### src/rtl/ins_seq.sv
// Instruction sequencer: fetches a word from instruction memory, hands it to the
// decoder, issues it to the execute unit and advances the PC, until a HALT opcode.
module ins_seq #(
    parameter int ADDR_WIDTH  = 8,
    parameter int INSTR_WIDTH = 32,
    parameter int RESET_PC    = 0
) (
    input  logic                   clk_i,
    input  logic                   rst_i,
    input  logic                   start_i,
    output logic                   imem_req_valid_o,
    output logic [ADDR_WIDTH-1:0]  imem_req_addr_o,
    input  logic                   imem_req_ready_i,
    input  logic                   imem_rsp_valid_i,
    input  logic [INSTR_WIDTH-1:0] imem_rsp_data_i,
    output logic [INSTR_WIDTH-1:0] dec_instr_o,
    output logic                   dec_valid_o,
    input  logic                   dec_halt_i,
    input  logic                   dec_branch_i,
    input  logic [ADDR_WIDTH-1:0]  dec_target_i,
    output logic                   exe_valid_o,
    input  logic                   exe_ready_i,
    input  logic                   exe_taken_i,
    output logic [ADDR_WIDTH-1:0]  pc_o,
    output logic                   busy_o,
    output logic                   halted_o,
    output logic [15:0]            retired_o
);

    typedef enum logic [2:0] {
        S_IDLE,
        S_FETCH,
        S_WAIT,
        S_DECODE,
        S_EXEC,
        S_HALT
    } state_t;

    localparam logic [ADDR_WIDTH-1:0] RESET_PC_V = ADDR_WIDTH'(RESET_PC);

    state_t                 state_q, state_d;
    logic [ADDR_WIDTH-1:0]  pc_q, pc_d;
    logic [INSTR_WIDTH-1:0] ir_q, ir_d;
    logic [15:0]            retired_q, retired_d;
    logic                   br_q;
    logic [ADDR_WIDTH-1:0]  tgt_q;
    logic                   capture;
    logic                   exe_fire;

    function automatic logic [15:0] sat_inc(input logic [15:0] v);
        return (v == 16'hFFFF) ? v : v + 16'd1;
    endfunction

    // Taken branches jump to the target captured at decode; everything else falls through.
    function automatic logic [ADDR_WIDTH-1:0] next_pc(input logic [ADDR_WIDTH-1:0] pc,
                                                     input logic                  br,
                                                     input logic                  taken,
                                                     input logic [ADDR_WIDTH-1:0] tgt);
        return (br && taken) ? tgt : pc + ADDR_WIDTH'(1);
    endfunction

    assign capture  = (state_q == S_WAIT) && imem_rsp_valid_i;
    assign exe_fire = (state_q == S_EXEC) && exe_ready_i;

    always_ff @(posedge clk_i) begin
        if (rst_i) begin
            state_q <= S_IDLE;
        end else begin
            state_q <= state_d;
        end
    end

    always_comb begin
        state_d = state_q;
        case (state_q)
            S_IDLE:   if (start_i)          state_d = S_FETCH;
            S_FETCH:  if (imem_req_ready_i) state_d = S_WAIT;
            S_WAIT:   if (imem_rsp_valid_i) state_d = S_DECODE;
            S_DECODE: state_d = dec_halt_i ? S_HALT : S_EXEC;
            S_EXEC:   if (exe_ready_i)      state_d = S_FETCH;
            S_HALT:   state_d = S_HALT;
            default:  state_d = S_IDLE;
        endcase
    end

    always_comb begin
        imem_req_valid_o = 1'b0;
        dec_valid_o      = 1'b0;
        exe_valid_o      = 1'b0;
        busy_o           = 1'b0;
        halted_o         = 1'b0;
        case (state_q)
            S_FETCH: begin
                imem_req_valid_o = 1'b1;
                busy_o           = 1'b1;
            end
            S_WAIT:   busy_o = 1'b1;
            S_DECODE: begin
                dec_valid_o = 1'b1;
                busy_o      = 1'b1;
            end
            S_EXEC: begin
                exe_valid_o = 1'b1;
                busy_o      = 1'b1;
            end
            S_HALT:   halted_o = 1'b1;
            default: ;
        endcase
    end

    always_comb begin
        pc_d      = pc_q;
        ir_d      = ir_q;
        retired_d = retired_q;
        if (capture) begin
            ir_d = imem_rsp_data_i;
        end
        if (exe_fire) begin
            pc_d      = next_pc(pc_q, br_q, exe_taken_i, tgt_q);
            retired_d = sat_inc(retired_q);
        end
    end

    always_ff @(posedge clk_i) begin
        if (rst_i) begin
            pc_q      <= RESET_PC_V;
            ir_q      <= '0;
            retired_q <= '0;
        end else begin
            pc_q      <= pc_d;
            ir_q      <= ir_d;
            retired_q <= retired_d;
        end
    end

    // Branch info is only meaningful in EXEC, so it is captured without reset.
    always_ff @(posedge clk_i) begin
        if (state_q == S_DECODE) begin
            br_q  <= dec_branch_i;
            tgt_q <= dec_target_i;
        end
    end

    assign imem_req_addr_o = pc_q;
    assign pc_o            = pc_q;
    assign dec_instr_o     = ir_q;
    assign retired_o       = retired_q;

endmodule

### config.mk
export PLATFORM = sky130hd
export DESIGN_NAME = ins_seq
export DESIGN_NICKNAME = d
export VERILOG_FILES = /design/src/rtl/ins_seq.sv
export SDC_FILE = /design/constraint.sdc
export NUM_CORES = 1
export LEC_CHECK = 0
export ABC_AREA = 1
export CAP_MARGIN = 20
export CORE_MARGIN = 5
export CORE_UTILIZATION = 40
export DETAILED_ROUTE_END_ITERATION = 12
export GPL_TIMING_DRIVEN = 0
export PLACE_DENSITY = 0.75
export SLEW_MARGIN = 20
export SYNTH_ARGS = -nofsm -noshare
export SYNTH_HDL_FRONTEND = slang
export SYNTH_SLANG_ARGS = --single-unit
### constraint.sdc
create_clock -name clk_i -period 1.8 [get_ports clk_i]
set_input_delay 0.36 -clock clk_i [delete_from_list [all_inputs] [get_ports clk_i]]
set_output_delay 0.36 -clock clk_i [all_outputs]
set_load 0.01 [all_outputs]
== Word level (Yosys, flattened, before mapping) ==
Cells that the tools add are included.
Operators by class
  div/mod/pow operators: 0
  bitwise gates (word level): 1
  multiply operators: 0
  reductions and logical operators: 7
  order comparisons: 0
  eq/ne operators: 10
  shifts and indexed selects: 0
  $add $sub $neg: 2
  muxes and demuxes: 12
Operator list (count)
  $pmux 3 s6: 1
  $add 16x1->16 const B: 1
  $eq 16x16->1 const B: 1
  $mux 3: 4
  $add 8x1->8 const B: 1
  $mux 8: 1
  $ne 2x2->1 const B: 4
  $eq 3x2->1 const B: 2
  $eq 3x3->1 const B: 2
  $mux 1: 6
  $reduce_and 4->1: 1
  $reduce_or 4->1: 1
  $eq 3x1->1 const B: 1
  $logic_and 1x1->1: 3
  $logic_not 3->1: 1
  $reduce_and 2->1: 1
  $not 1->1: 1
Word-level totals
  register bits after elaboration: 68
  bits in latches: 0
  output and inout bits: 69
  ROM bits: 0
  memories kept: 0
  word-level logic and storage cells: 38
  input bits: 49
  memory bits (writable): 0

== Logic depth before layout (Yosys ltp) ==
Gate-level depths: netlist of run 1.
  word-level depth: 3
  gate-level depth with buffers: 10

== Least setup slack after synthesis of run 1 ==
No wires, ideal clock.
  kind: flip-flop to flip-flop
  start point: reg retired_q[0], in the netlist retired_o[0]
  end point: reg retired_q[14], in the netlist retired_o[14]
  arrival time: 1.447 ns
  setup slack: 0.214 ns
  path buffers: 1
  data required time: 1.661 ns
  clock period less this slack: 1.586 ns
  stages on the path, launching flop included: 10
  cells stage by stage: dfxtp_1 -> ha_1 -> inv_1 -> nor2_1 -> nand2_1 -> nor2_4 -> nor2_8 -> buf_12 -> nand2_1 -> a21oi_2
On the way
  cells in the longest elaborated chain, start to end: 3
Ends and longest elaborated chain
  start: declaration: RTL line 44  | logic [15:0] retired_q, retired_d;
  start signal: assignment: RTL line 132  | retired_q <= retired_d;
  branches (longest 3 deep; another with $add 16x1->16)
Parallel ways; which one is timed is not known.
A chain may end at the register's enable or synchronous reset.

== Worst setup path after layout of run 1 ==
  start point: reg pc_q[6], in the netlist imem_req_addr_o[6]
  end point: out pc_o[6]
RTL lines
  start: declaration: RTL line 42  | logic [ADDR_WIDTH-1:0] pc_q, pc_d;
  start signal: assignment: RTL line 130  | pc_q <= pc_d;
  end: declaration: RTL line 24  | output logic [ADDR_WIDTH-1:0] pc_o,
No word-level cell between the ends.

==> results.md, run 1 <==
| Result | Reported | Unit |
|---|---|---|
| Chip Width | 98.2 | µm |
| Critical path cell sequence | buf_4 -> clkdlybuf4s50_1 | - |
| Final slew viol count | 0 | - |
| Layout cells sized above 1 | 13.4 | % |
| Cells after synthesis | 421 | - |
| Skew final | 0.0125 | ns |
| Flops & latches, synth | 68 | - |
| Critical Path Max Stage Delay | 0.52 | ns |
| Data arrival time of the critical path | 1.36 | ns |
| Worst endpoint required time | 1.44 | ns |
| Total chip power | 4.21 | mW |
| Clock-pin slew on the worst setup and hold paths | 0.08 | ns |
| Type of origin of the critical path | flip-flop | - |
| IO Count | 118 | - |
| Class of the worst hold path | primary input to flip-flop | - |
| Post-Synthesis Mean Instance Area | 7.39 | µm² |
| Run status | complete, no violations | - |
| Launching point of the worst reg2reg path | retired_o[0] | - |
| Final Setup Violations | 0 | - |
| HPWL Detailed | 6370 | µm |
| Antenna violations before repair | 0 | - |
| Total count of hold-check failures in the final report | 0 | - |
| Setup Crit Path Kind | flip-flop to primary output | - |
| Starting density of the core | 40.7 | % |
| Bufs on Longest Clock Path | 2 | - |
| WL final | 8300 | µm |
| Critical-path top delay cell | clkdlybuf4s50_1 | - |
| Clock root buffer master | clkbuf_8 | - |
| Residual overflow from global routing | 0 | - |
| Drt first pass iters | 4 | - |
| Part of the Yosys area used for sequential elements | 46.6 | % |
| Power per standard cell area | 908 | mW/mm² |
| Beginning of the critical path | imem_req_addr_o[6] | - |
| Pin count of the biggest net entering global routing | 12 | - |
| Post-CTS setup repair buffer count | 0 | - |
| Most common flop cell mapped by yosys | dfxtp_1 | - |
| Leak pwr | 1.75 | nW |
| Period utilization | 95.8 | % |
| Async set-reset flop share out of synthesis | 0 | % |
| Number of core rows | 32 | - |
| Area of the die | 0.00965 | mm² |
| Actual transition at the worst max-transition pin | 0.698 | ns |
| Worst max-slew margin expressed relative to the limit | 53.3 | % |
| Clock tree from TritonCTS | done | - |
| Placed inst area | 0.00440 | mm² |
| Worst supply voltage drop on vdd | 492 | µV |
| Crit path time final | 1.72 | ns |
| Gate family responsible for the most delay along the worst path | buffers and inverters | - |
| Core Footprint | 0.00765 | mm² |
| ANT cells | 0 | - |
| Vertical extent of the die | 98.2 | µm |
| Clock H-tree levels | 3 | - |
| Area Overhead vs Synth | 49.0 | % |
| Source of the worst hold timing path | rst_i | - |
| Number of distinct library cells after synthesis | 30 | - |
| Number of buffer and inverter stages on the critical path | 2 | - |
| Routed vias | 3,095 | - |
| Highest clock frequency the design can meet | 580 | MHz |
| Global-route wire length before repair | 13,800 | µm |
| Number of synthesized flops with an enable pin | 9 | - |
| Net count reported at finish | 599 | - |
| Critical path endpoint category | primary output | - |
| Wire per inst | 12.7 | µm |
| 1st-iter DRT viols | 97 | - |
| Routed Antenna Nets | 0 | - |
| Mapped Area | 0.00311 | mm² |
| Synthesized Nets | 472 | - |
| Max-cap viol count | 0 | - |
| Detailed-route vias per instance | 4.73 | - |
| Max Fanout on Critical Path | 4 | - |
| Design Area, Final | 0.00464 | mm² |
| Clock latency on the worst-skew pair | 0.35 | ns |
| Yosys Warn Count | 0 | - |
| Vias in the first global route | 3,018 | - |
| Last weighted congestion value of the routability-driven placer | 0.853 | - |
| Unrepaired setup endpoints after global routing | false | - |
| Total Routing Usage GR | 17.6 | % |
| Count of unresolved DRC violations after routing | 0 | - |
| Inserted Clock Buffers | 9 | - |
| Count of clock tree sinks | 68 | - |
| Input/output buffers | 116 | - |
==> sequential cells by signal, summed over array words and instances (netlist names) <==
register and cells:
br_q 1, dec_instr_o 32, imem_req_addr_o 8, retired_o 16
state_q 3, tgt_q 8
==> cells in the final DEF (no fill, tap or decap), drive strengths merged <==
cell type      synthesis  final
a211oi                 1      1
a21oi                 21     21
a31oi                  2      2
and2                   1      1
buf                   14     14
bufinv                 0      1
clkbuf                 9     25
clkdlybuf4s50          0    111
clkinvlp               0      1
dfxtp                 59     59
dlygate4sd2            0      4
edfxtp                 9      9
ha                     2      2
inv                   30     30
nand2                 85     85
nand3                 17     17
nand4                  6      6
nor2                 110    110
o21ai                 46     46
o22ai                  1      1
or2                    1      1
xnor2                  3      3
xor2                   3      3
==> cell usage after synthesis, types with 2 or more instances <==
cell	n	area, µm²
nor2_1	105	394
nand2_1	76	285
dfxtp_1	59	1180
o21ai_0	40	200
inv_1	27	101
nand3_1	17	85.1
a21oi_1	13	65.1
buf_4	11	82.6
clkbuf_1	9	33.8
edfxtp_1	9	270
nand2_2	9	56.3
a21oi_2	8	70.1
nand4_1	6	37.5
o21ai_1	5	25.0
inv_2	3	11.3
xnor2_1	3	26.3
xor2_1	3	26.3
a31oi_1	2	12.5
buf_2	2	10.0
ha_1	2	25.0
nor2_2	2	12.5
nor2_4	2	22.5
==> kinds of logic (layout without fill, tap and decap cells) <==
kind of cell | after synthesis | after routing | share of synthesized area (%)
simple gates | 220 | 220 | 29.7
buf+inv | 54 | 186 | 8.44
xor+xnor | 6 | 6 | 1.69
fa+ha+maj | 2 | 2 | 0.804
flops | 68 | 68 | 46.6
compound gates | 71 | 71 | 12.7
==> layer usage <==
layer  wire length [µm]  part of all wire [%]  global-route usage [%]
met1               3310                    40                    19.5
met2               3850                    46                    29.2
met3               1000                    12                    8.86
met4                138                   1.7                    6.62
met5                  0                     0                       0
==> repair_timing <==
action	in CTS	in global routing
endpoints found under the setup margin	8	22
hold buffers	0	0
gates resized for setup	10	15
==> final timing paths <==
check	to	slack [ns]	cells after the start
worst max-delay path	pc_o[6]	0.08	2
worst min-delay path	imem_req_addr_o[5]	0.43	2
worst max register to register	retired_o[10]	0.17	8
worst min register to register	imem_req_addr_o[2]	0.48	2
==> cell type report <==
type,count,area [µm²]
clock buffers,15,186
fillers,687,3010
plain buffers,23,146
flip-flops and latches,68,1470
clock inverters,1,30.0
repair buffers,116,1150
inverters,31,120
multi-input cells,299,1410
well taps,102,128
==> where the power goes <==
part | switching [mW] | internal, mW
registers | 0.0989 | 1.70
logic | 0.538 | 0.515
clock network | 0.564 | 0.794
==> stage by stage <==
| step | instances | util, % | setup WS, ns | hold slack (ns) | setup TNS [ns] |
|---|---|---|---|---|---|
| after detailed placement | 639 | 57.6 | -0.183 | 0.473 | -0.983 |
| final | 655 | 60.7 | 0.0752 | 0.426 | 0 |
| after global routing | 655 | 60.7 | 0.00322 | 0.446 | 0 |
| after floorplan | 421 | - | 0.214 | 0.459 | 0 |
| after CTS | 655 | 60.4 | 0.0134 | 0.415 | 0 |
| after global placement | 639 | 57.6 | -0.144 | 0.463 | -0.683 |
(Power assumes the default switching activity.)
==> inputs of run 2 (changes only) <==
--- a/config.mk
+++ b/config.mk
@@ -9,6 +9,7 @@
 export CAP_MARGIN = 20
 export CORE_MARGIN = 5
 export CORE_UTILIZATION = 40
+export CTS_CLUSTER_DIAMETER = 80
 export DETAILED_ROUTE_END_ITERATION = 12
 export GPL_TIMING_DRIVEN = 0
 export PLACE_DENSITY = 0.75
==> constraint.sdc (replaced) <==
create_clock -name clk_i -period 2.1 [get_ports clk_i]
set_input_delay 0.42 -clock clk_i [delete_from_list [all_inputs] [get_ports clk_i]]
set_output_delay 0.42 -clock clk_i [all_outputs]
set_load 0.01 [all_outputs]
==> run 2 against run 1 <==
  * Die area unchanged
  * Non-clock buffer count is the same
  * Sequential share of layout area down 0.20 points
  * Largest power group unchanged
  * Highest routed layer unchanged
==> results.md, run 2 (synthesis results as in run 1) <==
| Result | Reported | Unit | vs previous |
|---|---|---|---|
| Worst max-slew margin expressed relative to the limit | 53.3 | % | about the same |
| Residual overflow from global routing | 0 | - | unchanged |
| Critical path cell sequence | nand3_1 -> inv_1 -> clkdlybuf4s50_1 | - | was buf_4 -> clkdlybuf4s50_1 |
| Unrepaired setup endpoints after global routing | false | - | unchanged |
| Accumulated negative setup slack | 0 | ns | unchanged |
| Global-route wire length before repair | 13,800 | µm | unchanged |
| 1st-iter DRT viols | 81 | - | was 97 |
| Clock root buffer master | clkbuf_8 | - | unchanged |
| Run status | complete, no violations | - | unchanged |
| Inserted Clock Buffers | 9 | - | unchanged |
| Number of hold buffers added after CTS | 0 | - | unchanged |
| Most frequent standard cell in the layout excluding fill and tap cells | clkdlybuf4s50_1 | - | unchanged |
| Flip-flop count of the largest register after layout | 32 | - | unchanged |
| Proportion of power drawn by the clock network | 32.3 | % | was 32.2% |
| Bufs on Longest Clock Path | 2 | - | unchanged |
| Antenna violations before repair | 0 | - | unchanged |
| Data arrival time of the critical path | 1.49 | ns | was 1.36 ns |
| Routed vias | 3,097 | - | was 3,095 |
| Final slew viol count | 0 | - | unchanged |
| Actual transition at the worst max-transition pin | 0.697 | ns | was 0.698 ns |
| Highest-count cells in the layout ignoring fill and taps | clkdlybuf4s50_1, nor2_1, nand2_1 | - | unchanged |
| Area Overhead vs Synth | 48.6 | % | was 49.0% |
| Starting density of the core | 40.7 | % | unchanged |
| Chip Width | 98.2 | µm | unchanged |
| Layout cells sized above 1 | 10.3 | % | was 13.4% |
| Placed inst area | 0.00440 | mm² | unchanged |
| Total area of multi-input combinational cells | 0.00140 | mm² | was 0.00141 mm² |
| Total Routing Usage GR | 17.6 | % | unchanged |
| Detailed-route vias per instance | 4.73 | - | about the same |
| Core Footprint | 0.00765 | mm² | unchanged |
| Highest clock frequency the design can meet | 523 | MHz |  |
| Number of filler instances in the final layout | 688 | - | was 687 |
| Switching power summed over all nets | 1.02 | mW | was 1.20 mW |
| HPWL Detailed | 6370 | µm | unchanged |
| Period utilization | 91.0 | % |  |
| Worst supply voltage drop on vdd | 421 | µV | was 492 µV |
| Input/output buffers | 116 | - | unchanged |
| Routed Antenna Nets | 0 | - | unchanged |
| Net count reported at finish | 599 | - | unchanged |
| Final Setup Violations | 0 | - | unchanged |
| Skew final | 0.0115 | ns | was 0.0125 ns |
| Area taken by flip-flops and latches | 0.00145 | mm² | was 0.00147 mm² |
| Post-CTS setup repair buffer count | 0 | - | unchanged |
| Worst endpoint required time | 1.68 | ns | was 1.44 ns |
| Drt first pass iters | 4 | - | unchanged |
| Crit path time final | 1.91 | ns |  |
| Share of power burned in registers | 42.7 | % | was 42.8% |
| Internal cell power | 2.58 | mW | was 3.01 mW |
| Max Fanout on Critical Path | 5 | - | was 4 |
| Vertical extent of the die | 98.2 | µm | unchanged |
| Wire per inst | 12.7 | µm | about the same |
| Max-cap viol count | 0 | - | unchanged |
| ANT cells | 0 | - | unchanged |
| Critical path endpoint category | primary output | - | unchanged |
| Total count of hold-check failures in the final report | 0 | - | unchanged |
| Class of the worst hold path | primary input to flip-flop | - | unchanged |
| Count of clock tree sinks | 68 | - | unchanged |
| Clock latency on the worst-skew pair | 0.35 | ns | about the same |
| Leak pwr | 1.77 | nW | was 1.75 nW |
| Combinational power share | 24.9 | % | was 25.0% |
| Clock-pin slew on the worst setup and hold paths | 0.08 | ns | about the same |
| WL final | 8310 | µm | was 8300 µm |
| Clock tree from TritonCTS | done | - | unchanged |
| Type of origin of the critical path | flip-flop | - | unchanged |
| Design Area, Final | 0.00462 | mm² | was 0.00464 mm² |
| Last weighted congestion value of the routability-driven placer | 0.853 | - | unchanged |
| Clock H-tree levels | 3 | - | unchanged |
| Critical-path top delay cell | clkdlybuf4s50_1 | - | unchanged |
| Critical Path Max Stage Delay | 0.53 | ns | was 0.52 ns |
| Count of unresolved DRC violations after routing | 0 | - | unchanged |
| Switching share of power | 28.4 | % | was 28.5% |
| Area of the die | 0.00965 | mm² | unchanged |
| IO Count | 118 | - | unchanged |
| Setup Crit Path Kind | flip-flop to primary output | - | unchanged |
| Power per standard cell area | 780 | mW/mm² | was 908 mW/mm² |
| Pin count of the biggest net entering global routing | 12 | - | unchanged |
| Number of core rows | 32 | - | unchanged |
| Final core occ | 60.5 | % | was 60.7% |
| Vias in the first global route | 3,018 | - | unchanged |
[run 2: cell count changes in the layout (fill, tap and decap cells not counted), moves of 2 or more]
cell            previous run  this run
nand2_2                   11         9
nand2_1                   74        76
dlygate4sd2_1              4         2
dfxtp_2                   12         1
dfxtp_1                   47        58
dlymetal6s2s_1             0         2
[run 2: final timing paths]
path                       start                 end  slack (ns)  cells past startpoint
setup / recovery      state_q[2]            halted_o        0.19                      3
hold / removal             rst_i  imem_req_addr_o[5]        0.48                      2
setup reg to reg    retired_o[0]       retired_o[10]        0.34                      8
hold reg to reg   dec_instr_o[2]      dec_instr_o[2]        0.48                      2
[run 2: metrics by stage]
stage          setup slack, ns  hold WS [ns]  power (mW)  cells
5_1_grt                 0.0780         0.504        3.82    655
3_3_place_gp            0.0962         0.463        2.47    639
3_5_place_dp            0.0574         0.473        2.49    639
6_report                 0.189         0.480        3.61    655
2_1_floorplan            0.514         0.500        2.02    421
4_1_cts                 0.0114         0.475        3.64    655
[run 2: power by group through the flow]
stage / Sequential (mW) / Combinational [mW] / Clock, mW
6_report: 1.54 / 0.900 / 1.17
4_1_cts: 1.54 / 0.906 / 1.19
5_1_grt: 1.56 / 1.01 / 1.25
3_5_place_dp: 1.57 / 0.919 / 0
2_1_floorplan: 1.61 / 0.412 / 0
3_3_place_gp: 1.56 / 0.905 / 0
[run 2: what timing repair did]
action | in CTS | in global routing
gates resized for setup | 3 | 3
pin swaps | 0 | 0
setup endpoints to repair | 2 | 2
endpoints found under the hold margin | 0 | 0
cloned | 0 | 0
[run 2: layout make-up]
cell class | instances | share of cell area (%)
tap | 102 | 2.76
buffer | 23 | 3.17
clock inverter | 1 | 0.649
sequential | 68 | 31.4
inverter | 31 | 2.52
timing repair buffer | 116 | 25.2
clock buffer | 15 | 4.03
multi-input combinational | 299 | 30.3
[run 2: critical path, delay by kind of cell, from the launching register on]
family | cells | cell delay [ns]
buf+inv | 2 | 0.60
flops | 1 | 0.42
simple gates | 1 | 0.13
[run 2: metal layers]
layer | track usage (%) | part of all wire, % | wire [µm] | up-vias
met1 | 19.5 | 40 | 3310 | 1380
met4 | 6.62 | 1.2 | 102 | 0
met2 | 29.2 | 46 | 3850 | 114
li1 | - | - | - | 1594
met3 | 8.86 | 13 | 1050 | 9
met5 | 0 | 0 | 0 | -
